--- src/rtl/tone_square_gen_if.sv ---
// Tone generator control/output bundle: en/div in, square wave and status out.
// The sample signal exists only when TONE_SAMPLE_EN is defined.
interface tone_square_gen_if #(
  parameter int unsigned DIV_W = 32
`ifdef TONE_SAMPLE_EN
  ,
  parameter int unsigned SAMPLE_W = 24
`endif
);
  logic             en;
  logic [DIV_W-1:0] div;
  logic             audio_out;
  logic             toggle;
  logic             active;
`ifdef TONE_SAMPLE_EN
  logic [SAMPLE_W-1:0] sample;
`endif

  modport master (
    output en,
    output div,
`ifdef TONE_SAMPLE_EN
    input  sample,
`endif
    input  audio_out,
    input  toggle,
    input  active
  );

  modport slave (
    input  en,
    input  div,
`ifdef TONE_SAMPLE_EN
    output sample,
`endif
    output audio_out,
    output toggle,
    output active
  );
endinterface

--- src/rtl/tone_square_gen.sv ---
// Square-wave tone generator: audio_out holds each level for div clocks, div == 0 is silence.
// Optional signed sample output enabled by the TONE_SAMPLE_EN macro.
module tone_square_gen #(
  parameter int unsigned DIV_W = 32
`ifdef TONE_SAMPLE_EN
  ,
  parameter int unsigned SAMPLE_W  = 24,
  parameter int unsigned AMPLITUDE = 4194303
`endif
) (
  input logic               clk,
  input logic               reset,
  tone_square_gen_if.slave  bus
);

  typedef enum logic [0:0] {StIdle, StRun} state_e;

  state_e           state_q, state_d;
  logic [DIV_W-1:0] count_q, count_d;
  logic [DIV_W-1:0] cur_div_q, cur_div_d;
  logic             audio_q, audio_d;
  logic             toggle_q, toggle_d;

  always_comb begin
    state_d   = state_q;
    count_d   = count_q;
    cur_div_d = cur_div_q;
    audio_d   = audio_q;
    toggle_d  = 1'b0;

    // Mute overrides everything, including a coincident half-period boundary.
    if (!bus.en) begin
      state_d   = StIdle;
      count_d   = '0;
      cur_div_d = '0;
      audio_d   = 1'b0;
      toggle_d  = audio_q;
    end else begin
      unique case (state_q)
        StIdle: begin
          if (bus.div != '0) begin
            state_d   = StRun;
            cur_div_d = bus.div;
            count_d   = '0;
            audio_d   = 1'b1;
            toggle_d  = 1'b1;
          end
        end
        StRun: begin
          if (count_q != cur_div_q - DIV_W'(1)) begin
            count_d = count_q + DIV_W'(1);
          end else begin
            count_d = '0;
            if (bus.div != '0) begin
              cur_div_d = bus.div;
              audio_d   = ~audio_q;
              toggle_d  = 1'b1;
            end else begin
              state_d  = StIdle;
              audio_d  = 1'b0;
              toggle_d = audio_q;
            end
          end
        end
        default: state_d = StIdle;
      endcase
    end
  end

  always_ff @(posedge clk) begin
    if (reset) begin
      state_q   <= StIdle;
      count_q   <= '0;
      cur_div_q <= '0;
      audio_q   <= 1'b0;
      toggle_q  <= 1'b0;
    end else begin
      state_q   <= state_d;
      count_q   <= count_d;
      cur_div_q <= cur_div_d;
      audio_q   <= audio_d;
      toggle_q  <= toggle_d;
    end
  end

  assign bus.audio_out = audio_q;
  assign bus.toggle    = toggle_q;
  assign bus.active    = (state_q == StRun);

`ifdef TONE_SAMPLE_EN
  localparam logic [SAMPLE_W-1:0] SampPos = SAMPLE_W'(AMPLITUDE);
  localparam logic [SAMPLE_W-1:0] SampNeg = SAMPLE_W'(0) - SampPos;

  logic [SAMPLE_W-1:0] sample_q, sample_d;

  always_comb begin
    sample_d = '0;
    if (state_d == StRun) begin
      sample_d = audio_d ? SampPos : SampNeg;
    end
  end

  always_ff @(posedge clk) begin
    if (reset) begin
      sample_q <= '0;
    end else begin
      sample_q <= sample_d;
    end
  end

  assign bus.sample = sample_q;
`endif

endmodule

--- src/flat_wrapper.sv ---
// flat-port wrapper written by rule: the top's interface ports become plain ports
module tone_square_gen_flat 
#(
  parameter int unsigned DIV_W = 32

)
  (clk, reset, bus_en, bus_div, bus_audio_out, bus_toggle, bus_active);
  tone_square_gen_if #(.DIV_W(DIV_W)) bus_i ();
  input logic clk;
  input logic reset;
  input wire logic [$bits(bus_i.en)-1:0] bus_en;
  input wire logic [$bits(bus_i.div)-1:0] bus_div;
  output wire logic [$bits(bus_i.audio_out)-1:0] bus_audio_out;
  output wire logic [$bits(bus_i.toggle)-1:0] bus_toggle;
  output wire logic [$bits(bus_i.active)-1:0] bus_active;
  assign bus_i.en = bus_en;
  assign bus_i.div = bus_div;
  assign bus_audio_out = bus_i.audio_out;
  assign bus_toggle = bus_i.toggle;
  assign bus_active = bus_i.active;
  tone_square_gen #(.DIV_W(DIV_W)) u_core (.clk(clk), .reset(reset), .bus(bus_i));
endmodule
--- config.mk ---
export PLATFORM = sky130hd
export DESIGN_NAME = tone_square_gen_flat
export DESIGN_NICKNAME = d
export VERILOG_FILES = /design/src/rtl/tone_square_gen_if.sv /design/src/rtl/tone_square_gen.sv /design/src/flat_wrapper.sv
export SDC_FILE = /design/constraint.sdc
export NUM_CORES = 1
export LEC_CHECK = 0
export CAP_MARGIN = 20
export CORE_AREA = 2 2 95 134
export DETAILED_ROUTE_END_ITERATION = 16
export DIE_AREA = 0 0 97 136
export PLACE_DENSITY = 0.49
export RECOVER_POWER = 25
export SETUP_SLACK_MARGIN = 0.1
export SYNTH_ARGS = -nofsm -noshare
export SYNTH_HDL_FRONTEND = slang
export SYNTH_SLANG_ARGS = --single-unit
--- constraint.sdc ---
create_clock -name clk -period 9.9 [get_ports clk]
set_input_delay 2.475 -clock clk [delete_from_list [all_inputs] [get_ports clk]]
set_output_delay 2.475 -clock clk [all_outputs]
set_load 0.02 [all_outputs]
==> results of run 1 <==
-- report_power, final --
group,switching (mW),total [mW],internal [mW]
registers,0.0104,0.287,0.276
logic,0.0606,0.110,0.0490
clock network,0.118,0.385,0.266
-- metal layers --
| metal | GRT usage | vias to the layer above | routed length (µm) |
|---|---|---|---|
| met1 | 0.211 | 1866 | 5050 |
| li1 | - | 2001 | - |
| met4 | 0.0900 | 0 | 420 |
| met2 | 0.366 | 61 | 6560 |
| met3 | 0.0293 | 25 | 306 |
| met5 | 0 | - | 0 |
-- stage by stage --
step	utilization	instances
CTS	0.409	715
finish	0.409	716
detailed placement	0.379	699
global route	0.409	716
floorplan	-	535
global placement	0.379	699
-- final cells by class --
class                      instances  area, µm²
sequential                        67       1340
multi-input combinational        429       2600
inverter                          12       45.0
tap                              150        188
clock inverter                     4       95.1
clock buffer                      12        267
timing repair buffer              42        404
fill                            1244       7130
-- worst max-delay path, stage by stage --
cell and delay [ps]:
dlygate4sd3_1 570, nor4_1 460, nand4_1 140, nor2_1 420
nor3_1 120, a41o_2 650, nand3_1 300, o21ai_0 110
-- final timing paths --
| check | startpoint | to | cells after the start |
|---|---|---|---|
| setup reg to reg | u_core.cur_div_q[0] | u_core.count_q[21] | 10 |
| setup / recovery | bus_div[23] | u_core.cur_div_q[31] | 8 |
| hold reg to reg | u_core.bus.audio_out | u_core.bus.audio_out | 1 |
| hold / removal | u_core.bus.audio_out | u_core.bus.audio_out | 1 |
-- registers in the layout (all words and copies together) (netlist names) --
signal / flops
u_core.count_q: 32
u_core.bus.active: 1
u_core.bus.audio_out: 1
u_core.bus.toggle: 1
u_core.cur_div_q: 32
-- kinds of logic after synthesis --
group	after synthesis	share of synthesized area
and+or+nand+nor	273	0.344
AOI/OAI and AO/OA	88	0.132
DFF	67	0.324
xor gates and xnor gates	62	0.133
buffers and inverters	39	0.0507
muxes	4	0.0103
adders and majority gates	2	0.00604
-- synth_stat cells (6+ instances only) --
cell type  instances  area, µm²
dfxtp_1           67       1340
nand3_1           57        285
nand2_1           56        210
nor2_1            51        191
xor2_1            35        307
o21ai_0           34        170
xnor2_1           26        228
nor4_1            20        125
nand4_1           17        106
clkbuf_1          15       56.3
nor3_1            15       75.1
and3_1            12       75.1
inv_1             12       45.0
a21oi_1           10       50.1
or4_1              9       67.6
buf_6              7       78.8
o21ai_1            7       35.0
o31ai_1            7       52.6
or3_1              6       37.5
==> impl_results.html, run 1 <==
<table>
<tr><th>Metric</th><th>Value</th></tr>
<tr><th colspan="2">Worst hold path</th></tr>
<tr><td>Class of the tightest hold or removal check</td><td>reg -&gt; reg</td></tr>
<tr><th colspan="2">Pwr</th></tr>
<tr><td>Static Leak</td><td>1.76 nW</td></tr>
<tr><td>VDD IR-drop max</td><td>0.107 mV</td></tr>
<tr><td>Total power</td><td>between 700 and 800 µW</td></tr>
<tr><td>P per Cell Area</td><td>~160 nW/µm²</td></tr>
<tr><th colspan="2">Timing</th></tr>
<tr><td>Final worst-path cycle share</td><td>0.514</td></tr>
<tr><td>Max-slew headroom at the worst pin</td><td>0.329</td></tr>
<tr><td>Final Hold Vio Count</td><td>0</td></tr>
<tr><td>Min Tclk post-route</td><td>5090 ps</td></tr>
<tr><td>Unrepaired setup endpoints after global routing</td><td>false</td></tr>
<tr><td>Total Negative Setup Slacks</td><td>0 ps</td></tr>
<tr><td>Final setup viols</td><td>0</td></tr>
<tr><td>Transition at the pin with the smallest max-transition slack</td><td>1010 ps</td></tr>
<tr><td>Final WS setup</td><td>roughly 4800 ps</td></tr>
<tr><td>Fin. max-slew vios</td><td>0</td></tr>
<tr><td>Final-layout worst hold slack</td><td>between 400 and 500 ps</td></tr>
<tr><td>Fmax</td><td>0.196 GHz</td></tr>
<tr><td>Worst-case clock skew</td><td>slightly above 5 ps</td></tr>
<tr><th colspan="2">Clock network</th></tr>
<tr><td>Buffers from clock root to sink, at most</td><td>2</td></tr>
<tr><td>Sink count of the clock tree</td><td>67</td></tr>
<tr><td>PostCTS Resize Cnt</td><td>0</td></tr>
<tr><td>Number of buffers added to fix hold violations after cts</td><td>0</td></tr>
<tr><td>Count of buffers added by post-CTS timing repair for setup</td><td>0</td></tr>
<tr><td>Clock Latency Late Sink</td><td>approximately 330 ps</td></tr>
<tr><td>Root Buffer</td><td>clkbuf_16</td></tr>
<tr><td>Inserted Clock Buffers</td><td>9</td></tr>
<tr><td>Clk pin slew, worst setup/hold paths</td><td>around 50 ps</td></tr>
<tr><td>H-tree levels</td><td>3</td></tr>
<tr><td>CTS tree</td><td>yes</td></tr>
<tr><th colspan="2">Placed design</th></tr>
<tr><td>Global placement routability congestion</td><td>0.876</td></tr>
<tr><td>Placed cell areas</td><td>~4600 µm²</td></tr>
<tr><td>IO buf count</td><td>37</td></tr>
<tr><td>Worst setup timing slack at the placement stage</td><td>approximately 4500 ps</td></tr>
<tr><td>Half-perimeter wire length after placement</td><td>between 9000 and 10000 µm</td></tr>
<tr><th colspan="2">Floorplanning</th></tr>
<tr><td>DIE AREA</td><td>around 13000 µm²</td></tr>
<tr><td>Die width</td><td>97 µm</td></tr>
<tr><td>I/O pin count</td><td>38</td></tr>
<tr><td>Die outline height</td><td>136 µm</td></tr>
<tr><td>Placeable Area</td><td>~12000 µm²</td></tr>
<tr><td>Row cnt</td><td>48</td></tr>
<tr><td>Starting density of the core</td><td>0.343</td></tr>
<tr><th colspan="2">Drt</th></tr>
<tr><td>Final Routed Wirelength</td><td>roughly 12000 µm</td></tr>
<tr><td>Total number of vias</td><td>~4000</td></tr>
<tr><td>Vias per cell</td><td>5.52</td></tr>
<tr><td>1st-pass router iterations</td><td>4</td></tr>
<tr><td>1st-iter DRT viols</td><td>about 150</td></tr>
<tr><td>Routed length per placed instance</td><td>17.2 µm</td></tr>
<tr><td>Remaining design rule violation count</td><td>0</td></tr>
<tr><td>Count of nets left with antenna violations after detail routing</td><td>0</td></tr>
<tr><th colspan="2">Synth</th></tr>
<tr><td>Synthesized cell area</td><td>4150 µm²</td></tr>
<tr><td>Commonest register cell after synthesis</td><td>dfxtp_1</td></tr>
<tr><td>Share of flip-flops with an asynchronous set or reset</td><td>0</td></tr>
<tr><td>Syn Nets</td><td>between 500 and 600</td></tr>
<tr><td>Post-Syn Instances</td><td>approximately 540</td></tr>
<tr><td>Sequential cell area fraction in the yosys report</td><td>0.324</td></tr>
<tr><td>Number of flops mapped to enable cells by yosys</td><td>0</td></tr>
<tr><td>Library cells used by synthesis</td><td>just over 60</td></tr>
<tr><td>Yosys reg bits</td><td>between 60 and 70</td></tr>
<tr><td>Number of warnings reported in the yosys synthesis log</td><td>0</td></tr>
<tr><td>Post-synthesis average cell area</td><td>~7.7 µm²</td></tr>
<tr><th colspan="2">Worst setup path</th></tr>
<tr><td>Data required time of the worst path</td><td>about 10000 ps</td></tr>
<tr><td>Worst setup slack for register-to-register paths</td><td>between 5000 and 6000 ps</td></tr>
<tr><td>Nature of the critical path startpoint</td><td>input pin</td></tr>
<tr><td>Max Fanout on Critical Path</td><td>65</td></tr>
<tr><td>Type of the worst setup path</td><td>in -&gt; reg</td></tr>
<tr><td>Endpoint arrival time on the critical path</td><td>5270 ps</td></tr>
<tr><td>Kind of end point of the critical path</td><td>flip-flop</td></tr>
<tr><th colspan="2">Outcome</th></tr>
<tr><td>Status</td><td>completed</td></tr>
<tr><th colspan="2">Final layout</th></tr>
<tr><td>Layout cells sized above 1</td><td>0.0618</td></tr>
<tr><td>Final std cell area, no fill</td><td>slightly below 5000 µm²</td></tr>
<tr><td>Most common cell after layout, fill and taps aside</td><td>dfxtp_1</td></tr>
<tr><td>Synthesis-to-layout area growth</td><td>19.1%</td></tr>
<tr><td>Most frequent cells in the layout</td><td>dfxtp_1 (67), nand3_1 (57), nand2_1 (56)</td></tr>
<tr><td>Antenna diode instance count</td><td>0</td></tr>
<tr><td>Net total in the final layout</td><td>approximately 600</td></tr>
<tr><th colspan="2">GRT</th></tr>
<tr><td>Global-route wire length before repair</td><td>20200 µm</td></tr>
<tr><td>Maximum number of pins on one net before global-route repair</td><td>between 60 and 70</td></tr>
<tr><td>Antenna violations before repair</td><td>0</td></tr>
<tr><td>GR Overflow Total</td><td>0</td></tr>
<tr><td>Total Routing Usage GR</td><td>0.194</td></tr>
<tr><td>Number of global-route vias before repair</td><td>between 3000 and 4000</td></tr>
<tr><th colspan="2">Job</th></tr>
<tr><td>Max-cap viol count</td><td>0</td></tr>
</table>
No activity file was read; power rests on OpenSTA's default activity.
==> run 2, diff against run 1 <==
--- a/config.mk
+++ b/config.mk
@@ -9,7 +9,7 @@
 export CORE_AREA = 2 2 95 134
 export DETAILED_ROUTE_END_ITERATION = 16
 export DIE_AREA = 0 0 97 136
-export PLACE_DENSITY = 0.49
+export PLACE_DENSITY = 0.5
 export RECOVER_POWER = 25
 export SETUP_SLACK_MARGIN = 0.1
 export SYNTH_ARGS = -nofsm -noshare
==> constraint.sdc (replaced) <==
create_clock -name clk -period 4.1 [get_ports clk]
set_input_delay 1.025 -clock clk [delete_from_list [all_inputs] [get_ports clk]]
set_output_delay 1.025 -clock clk [all_outputs]
set_load 0.02 [all_outputs]
==> impl_results.html, run 2 (synthesized netlist as in run 1, its figures left out) <==
<table>
<tr><th>Metric</th><th>Value</th></tr>
<tr><th colspan="2">Clock network</th></tr>
<tr><td>Buffers from clock root to sink, at most</td><td>2 (unchanged)</td></tr>
<tr><td>Count of buffers added by post-CTS timing repair for setup</td><td>0 (unchanged)</td></tr>
<tr><td>Root Buffer</td><td>clkbuf_16</td></tr>
<tr><td>Sink count of the clock tree</td><td>67 (unchanged)</td></tr>
<tr><td>Number of buffers added to fix hold violations after cts</td><td>0 (unchanged)</td></tr>
<tr><td>H-tree levels</td><td>3 (unchanged)</td></tr>
<tr><td>Clock Latency Late Sink</td><td>330 ps (about the same)</td></tr>
<tr><td>PostCTS Resize Cnt</td><td>0 (unchanged)</td></tr>
<tr><td>Inserted Clock Buffers</td><td>9 (unchanged)</td></tr>
<tr><td>Clk pin slew, worst setup/hold paths</td><td>50 ps (about the same)</td></tr>
<tr><td>CTS tree</td><td>yes</td></tr>
<tr><th colspan="2">Final layout</th></tr>
<tr><td>Synthesis-to-layout area growth</td><td>19.3%</td></tr>
<tr><td>Most frequent cells in the layout</td><td>dfxtp_1 (67), nand3_1 (57), nand2_1 (56)</td></tr>
<tr><td>Most common cell after layout, fill and taps aside</td><td>dfxtp_1</td></tr>
<tr><td>Net total in the final layout</td><td>605 (+1.2%)</td></tr>
<tr><td>Final core utilization</td><td>0.410 (+0.000829)</td></tr>
<tr><td>Antenna diode instance count</td><td>0 (unchanged)</td></tr>
<tr><td>Top Registers</td><td>u_core.count_q x32, u_core.cur_div_q x32</td></tr>
<tr><td>Layout cells sized above 1</td><td>0.0734 (+0.0116)</td></tr>
<tr><td>Count of fill cells added during filler insertion</td><td>1239 (-0.40%)</td></tr>
<tr><th colspan="2">GRT</th></tr>
<tr><td>Antenna violations before repair</td><td>0 (unchanged)</td></tr>
<tr><td>GR Overflow Total</td><td>0 (unchanged)</td></tr>
<tr><td>Number of global-route vias before repair</td><td>3802 (-3.9%)</td></tr>
<tr><td>Maximum number of pins on one net before global-route repair</td><td>30 (-55%)</td></tr>
<tr><td>Total Routing Usage GR</td><td>0.189 (-0.00428)</td></tr>
<tr><td>Global-route wire length before repair</td><td>19600 µm (-2.9%)</td></tr>
<tr><th colspan="2">Worst setup path</th></tr>
<tr><td>Kind of end point of the critical path</td><td>flip-flop</td></tr>
<tr><td>Endpoint arrival time on the critical path</td><td>3960 ps (-1310 ps)</td></tr>
<tr><td>Type of the worst setup path</td><td>reg -&gt; reg</td></tr>
<tr><td>Max Fanout on Critical Path</td><td>28 (-57%)</td></tr>
<tr><td>Data required time of the worst path</td><td>4350 ps (-5730 ps)</td></tr>
<tr><td>Worst reg-to-reg path cell count</td><td>12 (+2)</td></tr>
<tr><td>Nature of the critical path startpoint</td><td>flip-flop</td></tr>
<tr><th colspan="2">Timing</th></tr>
<tr><td>Unrepaired setup endpoints after global routing</td><td>false</td></tr>
<tr><td>Final worst-path cycle share</td><td>0.905</td></tr>
<tr><td>Transition at the pin with the smallest max-transition slack</td><td>690 ps (-318 ps)</td></tr>
<tr><td>Final setup viols</td><td>0 (unchanged)</td></tr>
<tr><td>Max-slew headroom at the worst pin</td><td>0.536 (+0.208)</td></tr>
<tr><td>Min Tclk post-route</td><td>between 3000 and 4000 ps</td></tr>
<tr><td>Fmax</td><td>roughly 0.27 GHz</td></tr>
<tr><td>Worst-case clock skew</td><td>6.19 ps (+1.08 ps)</td></tr>
<tr><td>Final Hold Vio Count</td><td>0 (unchanged)</td></tr>
<tr><td>Final WS setup</td><td>388 ps (-4420 ps)</td></tr>
<tr><td>Fin. max-slew vios</td><td>0 (unchanged)</td></tr>
<tr><td>Total Negative Setup Slacks</td><td>0 ps (unchanged)</td></tr>
<tr><th colspan="2">Floorplanning</th></tr>
<tr><td>Starting density of the core</td><td>0.343 (unchanged)</td></tr>
<tr><td>Die width</td><td>97 µm (unchanged)</td></tr>
<tr><td>I/O pin count</td><td>38 (unchanged)</td></tr>
<tr><td>Row cnt</td><td>48 (unchanged)</td></tr>
<tr><td>Die outline height</td><td>136 µm (unchanged)</td></tr>
<tr><td>DIE AREA</td><td>13200 µm² (unchanged)</td></tr>
<tr><td>Placeable Area</td><td>12100 µm² (unchanged)</td></tr>
<tr><th colspan="2">Placed design</th></tr>
<tr><td>Worst setup timing slack at the placement stage</td><td>165 ps (-4360 ps)</td></tr>
<tr><td>IO buf count</td><td>37 (unchanged)</td></tr>
<tr><td>Global placement routability congestion</td><td>0.880 (+0.50%)</td></tr>
<tr><td>Half-perimeter wire length after placement</td><td>9530 µm (-0.97%)</td></tr>
<tr><th colspan="2">Drt</th></tr>
<tr><td>Vias per cell</td><td>5.44 (-1.4%)</td></tr>
<tr><td>Routed length per placed instance</td><td>16.9 µm (-2.2%)</td></tr>
<tr><td>1st-pass router iterations</td><td>4 (unchanged)</td></tr>
<tr><td>Final Routed Wirelength</td><td>12200 µm (-1.4%)</td></tr>
<tr><td>Count of nets left with antenna violations after detail routing</td><td>0 (unchanged)</td></tr>
<tr><td>Total number of vias</td><td>3930 (-0.58%)</td></tr>
<tr><td>1st-iter DRT viols</td><td>163 (+10%)</td></tr>
<tr><td>Remaining design rule violation count</td><td>0 (unchanged)</td></tr>
<tr><th colspan="2">Worst hold path</th></tr>
<tr><td>Hold path depth</td><td>1 (unchanged)</td></tr>
<tr><td>Class of the tightest hold or removal check</td><td>reg -&gt; reg</td></tr>
<tr><th colspan="2">Pwr</th></tr>
<tr><td>Static Leak</td><td>1.77 nW (+0.88%)</td></tr>
<tr><td>Total power</td><td>1.70 mW (+120%)</td></tr>
<tr><td>VDD IR-drop max</td><td>0.183 mV (+71%)</td></tr>
<tr><td>P per Cell Area</td><td>343 nW/µm² (+120%)</td></tr>
<tr><th colspan="2">Outcome</th></tr>
<tr><td>Status</td><td>completed</td></tr>
<tr><th colspan="2">Job</th></tr>
<tr><td>Max-cap viol count</td><td>0 (unchanged)</td></tr>
</table>
==> run 2: cell count changes in the layout (fill, tap and decap cells not counted), sizes merged <==
cell,previous run,this run
buf,4,12
bufinv,3,0
clkdlybuf4s50,33,34
clkinv,1,2
dlygate4sd3,4,3
==> run 2: stage by stage <==
stage / hold slack (ps) / cell area [µm²] / std cells
2_1_floorplan: 448 / 4150 / 535
3_5_place_dp: 473 / 4660 / 707
5_1_grt: 511 / 4950 / 722
3_3_place_gp: 466 / 4660 / 707
4_1_cts: 486 / 4940 / 722
6_report: 483 / 4950 / 722
==> run 2: cell type report <==
class	count	area, µm²	area share
inverters	12	45.0	0.00910
well taps	150	188	0.0379
clock inverters	2	10.0	0.00202
flip-flops and latches	67	1340	0.271
multi-input cells	429	2610	0.527
clock buffers	13	270	0.0546
repair buffers	49	485	0.0981
==> run 2: per-layer routing <==
| layer | track usage | part of all wire | up-vias | routed length [µm] |
|---|---|---|---|---|
| met5 | 0 | 0 | - | 0 |
| met4 | 0.0689 | 0.023 | 0 | 280 |
| met3 | 0.0375 | 0.028 | 20 | 338 |
| met2 | 0.368 | 0.54 | 60 | 6590 |
| met1 | 0.200 | 0.41 | 1843 | 4960 |
| li1 | - | - | 2007 | - |
==> run 2: worst paths after layout <==
path                            slack (ps)                   end                  from
worst max register to register         390  u_core.cur_div_q[21]   u_core.cur_div_q[0]
worst min register to register         480  u_core.bus.audio_out  u_core.bus.audio_out
worst min-delay path                   480  u_core.bus.audio_out  u_core.bus.audio_out
worst max-delay path                   390  u_core.cur_div_q[21]   u_core.cur_div_q[0]
==> run 2: worst max-delay path, cell delays in order, from the launching register on <==
cell	delay, ps
dfxtp_1	350
inv_1	90
ha_1	210
or3b_1	470
nor3_1	540
nor3b_1	340
o22ai_1	120
o21bai_1	190
nor4_2	240
a41o_1	640
buf_12	240
nand3_1	110
o31ai_1	80
==> run 2: report_power, final <==
| part | internal, mW | switching, mW |
|---|---|---|
| combinational | 0.127 | 0.148 |
| sequential | 0.667 | 0.0256 |
| clock | 0.453 | 0.277 |
